===== config.mk =====
export PLATFORM = sky130hd
export DESIGN_NAME = stdp_synapse_flat
export DESIGN_NICKNAME = d
export VERILOG_FILES = /design/src/rtl/stdp_pkg.sv /design/src/rtl/stdp_synapse_if.sv /design/src/rtl/stdp_synapse_spike_timer.sv /design/src/rtl/stdp_synapse.sv /design/src/flat_wrapper.sv
export SDC_FILE = /design/constraint.sdc
export NUM_CORES = 1
export LEC_CHECK = 0
export ABC_AREA = 1
export CORE_MARGIN = 1
export CORE_UTILIZATION = 58
export DETAILED_ROUTE_END_ITERATION = 8
export PLACE_DENSITY_LB_ADDON = 0.08
export SYNTH_ARGS = -nofsm -noshare
export SYNTH_HDL_FRONTEND = slang
export SYNTH_SLANG_ARGS = --single-unit

===== constraint.sdc =====
create_clock -name clk -period 3.1 [get_ports clk]
set_input_delay 0.465 -clock clk [delete_from_list [all_inputs] [get_ports clk]]
set_output_delay 0.465 -clock clk [all_outputs]
set_load 0.01 [all_outputs]

===== src/rtl/stdp_pkg.sv =====
// Shared constants and the exponential step rule for the STDP synapse.
package stdp_pkg;

    localparam int unsigned STDP_CNT_W  = 4;
    localparam int unsigned STDP_W_W    = 8;
    localparam int unsigned STDP_W_INIT = 128;

    localparam logic DIR_LTD = 1'b0;
    localparam logic DIR_LTP = 1'b1;

    // Step halves for every extra cycle of spike separation: amp at dt = 1.
    function automatic int unsigned stdp_delta(input int unsigned amp, input int unsigned dt);
        if (dt == 0) return amp;
        return amp >> (dt - 1);
    endfunction

endpackage


===== src/rtl/stdp_synapse_if.sv =====
// Spike inputs and weight-update outputs of one STDP synapse.
interface stdp_synapse_if #(
    parameter int unsigned CNT_W = 4,
    parameter int unsigned W_W   = 8
);
    logic             pre_spike;
    logic             post_spike;
    logic             learn_en;
    logic [W_W-1:0]   weight;
    logic [CNT_W-1:0] time_diff;
    logic             update_w_flag;
    logic             ltp;

    modport master (
        output pre_spike, post_spike, learn_en,
        input  weight, time_diff, update_w_flag, ltp
    );

    modport slave (
        input  pre_spike, post_spike, learn_en,
        output weight, time_diff, update_w_flag, ltp
    );
endinterface


===== src/rtl/stdp_synapse_spike_timer.sv =====
// Saturating interval timer: 0 = no spike yet, loads 1 on a spike, then counts up to all-ones.
module spike_timer #(
    parameter int unsigned CNT_W = 4
) (
    input  logic             clk,
    input  logic             rst,
    input  logic             spike,
    output logic [CNT_W-1:0] t
);
    localparam logic [CNT_W-1:0] T_MAX = '1;

    logic [CNT_W-1:0] t_q, t_d;

    always_comb begin
        t_d = t_q;
        if (spike) begin
            t_d = CNT_W'(1);
        end else if (t_q != '0 && t_q != T_MAX) begin
            t_d = t_q + CNT_W'(1);
        end
    end

    always_ff @(posedge clk or posedge rst) begin
        if (rst) t_q <= '0;
        else     t_q <= t_d;
    end

    assign t = t_q;
endmodule


===== src/rtl/stdp_synapse.sv =====
// Pair-based STDP synapse: spike timers, event detection stage, saturating weight-apply stage.
module stdp_synapse
    import stdp_pkg::*;
#(
    parameter int unsigned CNT_W   = STDP_CNT_W,
    parameter int unsigned W_W     = STDP_W_W,
    parameter int unsigned W_INIT  = STDP_W_INIT,
    parameter int unsigned A_PLUS  = 16,
    parameter int unsigned A_MINUS = 16
) (
    input logic           clk,
    input logic           rst,
    stdp_synapse_if.slave bus
);
    localparam logic [CNT_W-1:0] T_MAX = '1;
    localparam logic [W_W:0]     W_MAX = {1'b0, {W_W{1'b1}}};

    logic [CNT_W-1:0] t_pre, t_post;

    spike_timer #(.CNT_W(CNT_W)) u_pre_timer (
        .clk   (clk),
        .rst   (rst),
        .spike (bus.pre_spike),
        .t     (t_pre)
    );

    spike_timer #(.CNT_W(CNT_W)) u_post_timer (
        .clk   (clk),
        .rst   (rst),
        .spike (bus.post_spike),
        .t     (t_post)
    );

    logic             ltp_evt_c, ltd_evt_c;
    logic             s1_valid_q, s1_valid_d;
    logic             s1_dir_q, s1_dir_d;
    logic [CNT_W-1:0] s1_dt_q, s1_dt_d;

    // Stage 1: classify the spike pair using timer values from before this edge.
    always_comb begin
        ltp_evt_c  = bus.post_spike & ~bus.pre_spike & bus.learn_en
                   & (t_pre != '0) & (t_pre != T_MAX);
        ltd_evt_c  = bus.pre_spike & ~bus.post_spike & bus.learn_en
                   & (t_post != '0) & (t_post != T_MAX);
        s1_valid_d = ltp_evt_c | ltd_evt_c;
        s1_dir_d   = ltp_evt_c ? DIR_LTP : DIR_LTD;
        s1_dt_d    = ltp_evt_c ? t_pre : t_post;
    end

    logic [W_W-1:0]   weight_q, weight_d;
    logic [CNT_W-1:0] time_diff_q, time_diff_d;
    logic             flag_q, flag_d;
    logic             ltp_q, ltp_d;
    logic [W_W:0]     delta_c, sum_c;

    // Stage 2: one extra bit of headroom so overflow and underflow clamp cleanly.
    always_comb begin
        delta_c     = (W_W+1)'(stdp_delta((s1_dir_q == DIR_LTP) ? A_PLUS : A_MINUS,
                                          32'(s1_dt_q)));
        sum_c       = {1'b0, weight_q} + delta_c;
        weight_d    = weight_q;
        time_diff_d = time_diff_q;
        ltp_d       = ltp_q;
        flag_d      = 1'b0;
        if (s1_valid_q) begin
            flag_d      = 1'b1;
            time_diff_d = s1_dt_q;
            ltp_d       = s1_dir_q;
            if (s1_dir_q == DIR_LTP) begin
                weight_d = (sum_c > W_MAX) ? W_MAX[W_W-1:0] : sum_c[W_W-1:0];
            end else begin
                weight_d = (delta_c > {1'b0, weight_q}) ? '0
                                                        : weight_q - delta_c[W_W-1:0];
            end
        end
    end

    always_ff @(posedge clk or posedge rst) begin
        if (rst) begin
            s1_valid_q  <= 1'b0;
            s1_dir_q    <= DIR_LTD;
            s1_dt_q     <= '0;
            weight_q    <= W_W'(W_INIT);
            time_diff_q <= '0;
            flag_q      <= 1'b0;
            ltp_q       <= 1'b0;
        end else begin
            s1_valid_q  <= s1_valid_d;
            s1_dir_q    <= s1_dir_d;
            s1_dt_q     <= s1_dt_d;
            weight_q    <= weight_d;
            time_diff_q <= time_diff_d;
            flag_q      <= flag_d;
            ltp_q       <= ltp_d;
        end
    end

    assign bus.weight        = weight_q;
    assign bus.time_diff     = time_diff_q;
    assign bus.update_w_flag = flag_q;
    assign bus.ltp           = ltp_q;
endmodule


===== src/flat_wrapper.sv =====
// flat-port wrapper written by rule: the top's interface ports become plain ports
module stdp_synapse_flat import stdp_pkg::*;
#(
    parameter int unsigned CNT_W   = STDP_CNT_W,
    parameter int unsigned W_W     = STDP_W_W,
    parameter int unsigned W_INIT  = STDP_W_INIT,
    parameter int unsigned A_PLUS  = 16,
    parameter int unsigned A_MINUS = 16
)
  (clk, rst, bus_pre_spike, bus_post_spike, bus_learn_en, bus_weight, bus_time_diff, bus_update_w_flag, bus_ltp);
  stdp_synapse_if #(.CNT_W(CNT_W), .W_W(W_W)) bus_i ();
  input logic clk;
  input logic rst;
  input wire logic [$bits(bus_i.pre_spike)-1:0] bus_pre_spike;
  input wire logic [$bits(bus_i.post_spike)-1:0] bus_post_spike;
  input wire logic [$bits(bus_i.learn_en)-1:0] bus_learn_en;
  output wire logic [$bits(bus_i.weight)-1:0] bus_weight;
  output wire logic [$bits(bus_i.time_diff)-1:0] bus_time_diff;
  output wire logic [$bits(bus_i.update_w_flag)-1:0] bus_update_w_flag;
  output wire logic [$bits(bus_i.ltp)-1:0] bus_ltp;
  assign bus_i.pre_spike = bus_pre_spike;
  assign bus_i.post_spike = bus_post_spike;
  assign bus_i.learn_en = bus_learn_en;
  assign bus_weight = bus_i.weight;
  assign bus_time_diff = bus_i.time_diff;
  assign bus_update_w_flag = bus_i.update_w_flag;
  assign bus_ltp = bus_i.ltp;
  stdp_synapse #(.CNT_W(CNT_W), .W_W(W_W), .W_INIT(W_INIT), .A_PLUS(A_PLUS), .A_MINUS(A_MINUS)) u_core (.clk(clk), .rst(rst), .bus(bus_i));
endmodule

==> impl_metrics.yaml <==
status:
  status: "finished, final reports clean"
layout:
  finalNetCount: 364
  synthToLayoutAreaGrowth_pct: 9.86
  num_antenna_cells: 0
  utilization_pct: 67.5
  layout-drive-gt1-share_pct: 8.98
synthesis:
  avgSynthCellArea_sq_um: 7.16
  synth_area_sq_um: 2280
  ys_top_cells_by_count: "nand2_1, inv_1, dfrtp_1"
  synth_warnings: 0
  ys_seq_area_share_pct: 30.7
  synth_area_leaders: "dfrtp_1, nand2_1, ha_1"
  yosys_register_bits: 28
  yosysUniqueCellTypes: 34
  synth_area_leader_cell: "dfrtp_1"
  synthCells: 319
  yosysMostFrequentCell: "nand2_1"
  ys.flop_type: "dfrtp_1"
  syn_nets: 348
  async_flop_share_pct: 100
  synth_top_area_share_pct: 29.6
  synth_edf_count: 0
setup_path:
  cp-start-kind: "register"
  critPathTopFamily: "simple AND/OR/NAND/NOR gates"
  crit_arrival_ns: 2.94
  r2r-start: "u_core.s1_dt_q[0]"
  cpMostUsedCell: "nand2_1"
  crit_required_ns: 3.26
  path_class: "register to register"
  max_stage_delay_ns: 0.44
  crit_chain: "inv_1, ha_1, xnor2_1, nand2_1, nor3_2, inv_2, nor2_1, inv_1, fa_1, inv_1, nor2_1, o21ai_1, nand2_1, nand2_1, nand2_1, nand2_1, nand2_1, nand2_1, nand2_1"
  cp_max_fo: 5
  critPathSlowestCell: "fa_1"
  crit_start: "u_core.s1_dt_q[0]"
  cp_num_buf_inv: 4
  cp-end-kind: "register"
cts:
  insertion_delay_ns: 0.27
  ctsHoldBuffers: 0
  clock_sinks: 28
  cts_buffers: 3
  cts_root_buf: "clkbuf_8"
  cts_tree: "yes"
  cts_buffer_depth: 2
  clk_pin_slew_ns: 0.09
  htreeDepth: 1
  post_cts_buffers: 0
  post_cts_resized: 0
timing:
  max_clock_freq_mhz: 360
  relSlewSlack_pct: 68.9
  holdWs_ns: 0.483
  worst_slew_pin_slew_ns: 0.466
  setup_viol: 0
  fin_setup_tns_ns: 0
  finalCritPeriodShare_pct: 89.6
  rsz0062_at_grt: "no"
  hold_viol_final: 0
  slew_violations: 0
  finalClockSkew_ns: 0.00254
  fin_crit_ns: 2.78
flow_run:
  maxCapViolCount: 0
floorplan:
  io_pins: 19
  start_util_pct: 61.4
  die_w_um: 64.7
  design.die.area_sq_um: 4190
  core-area_sq_um: 3720
  die_h_um: 64.7
  row_count: 22
global_route:
  grtUsageTotal_pct: 24.2
  grt_pass1_wl_um: 7890
  grt_overflow_total: 0
  antenna_found_initial: 0
  grt_pass1_vias: 1867
  grt_max_degree: 29
place:
  routabilityCongestion: 0.905
  portBuffers: 18
  hpwl_um: 3460
power_and_ir_drop:
  leakagePower_nw: 1.40
  power_mw: 2.62
  power.density_nw_per_um2: 1040
  ir_drop_v: 0.000526
routing:
  dr.pass1.iters: 4
  drtIter0Drc: 100
  post_drt_wl_per_cell_um: 11.3
  antenna_left: 0
  routed_via_density: 5.04
  drc: 0
  vias: 1927
  routed_wirelength_um: 4330
min_path:
  min-delay-start: "u_core.bus.time_diff[3]"
  hp-class: "register to register"
## state kept, by name, indices dropped and copies added, names as in the netlist
register,cells
u_core.bus.weight,8
u_core.bus.time_diff,4
u_core.s1_dt_q,4
u_core.u_post_timer.t,4
u_core.u_pre_timer.t,4
u_core.bus.ltp,1
u_core.bus.update_w_flag,1
u_core.s1_dir_q,1
u_core.s1_valid_q,1
## cells by family after synthesis
family                   Yosys count  synth area share (%)
AO/OA/AOI/OAI                     32                  8.11
XOR/XNOR                           6                  2.63
adder cells (fa/ha/maj)           24                  13.8
buffers and inverters             58                  11.7
flip-flops                        28                  30.7
AND/OR/NAND/NOR                  171                  33.0
## layout make-up
type | count | area [sq um]
clock buffer | 4 | 55.1
timing repair buffer | 19 | 188
fill | 348 | 1210
multi-input combinational | 233 | 1310
inverter | 50 | 190
sequential | 28 | 702
tap | 48 | 60.1
## layout by cell type, fill, tap and decap left out, types with 2 or more instances in the layout
cell type	Yosys	final
a21oi_1	9	9
a21oi_2	2	2
clkbuf_8	1	4
clkdlybuf4s50_1	0	18
dfrtp_1	27	27
fa_1	2	2
ha_1	22	22
inv_1	46	46
inv_2	3	3
nand2_1	118	118
nand2_2	4	4
nand3_1	19	19
nand3_2	3	3
nand4_1	2	2
nor2_1	14	14
nor2_2	2	2
nor2_4	2	2
nor3_1	2	2
nor3_2	2	2
o21ai_0	17	17
xor2_1	4	4
## per-stage QoR
stage / worst slack (ns) / cell area [sq um] / std cells
after detailed placement: 0.330 / 2450 / 378
after global routing: 0.0422 / 2510 / 382
after global placement: 0.408 / 2450 / 378
after floorplan: 0.573 / 2280 / 319
after CTS: 0.315 / 2510 / 382
final: 0.322 / 2510 / 382
## power by group
part / leakage, nW / switching, mW / total (mW) / internal (mW)
Clock: 0.0288 / 0.103 / 0.216 / 0.113
Combinational: 1.01 / 1.07 / 1.78 / 0.702
Sequential: 0.362 / 0.143 / 0.628 / 0.485
Total: 1.40 / 1.32 / 2.62 / 1.30
## worst paths after layout
kind	to	slack (ns)	depth (start not counted)
worst max register to register	u_core.bus.weight[6]	0.32	19
worst min register to register	u_core.bus.time_diff[3]	0.48	2
worst min-delay path	u_core.bus.time_diff[3]	0.48	2
worst max-delay path	u_core.bus.weight[6]	0.32	19
max in group asynchronous	u_core.bus.weight[7]	2.24	3
min in group asynchronous	u_core.bus.ltp	0.56	3
## layer usage
layer	wire length, um	vias to the layer above	part of all wire, %	GRT usage [%]
li1	-	1007	-	-
met1	2010	892	46	29.8
met2	2180	22	50	44.3
met3	85	6	2.0	3.35
met4	57	0	1.3	5.83
met5	0	-	0	0
## worst min-delay path, delay by kind of cell (launching register included)
kind             cells  cell delay (ns)
AND/OR/NAND/NOR      2             0.10
flip-flops           1             0.35
Power figures use the tool's default switching activity.
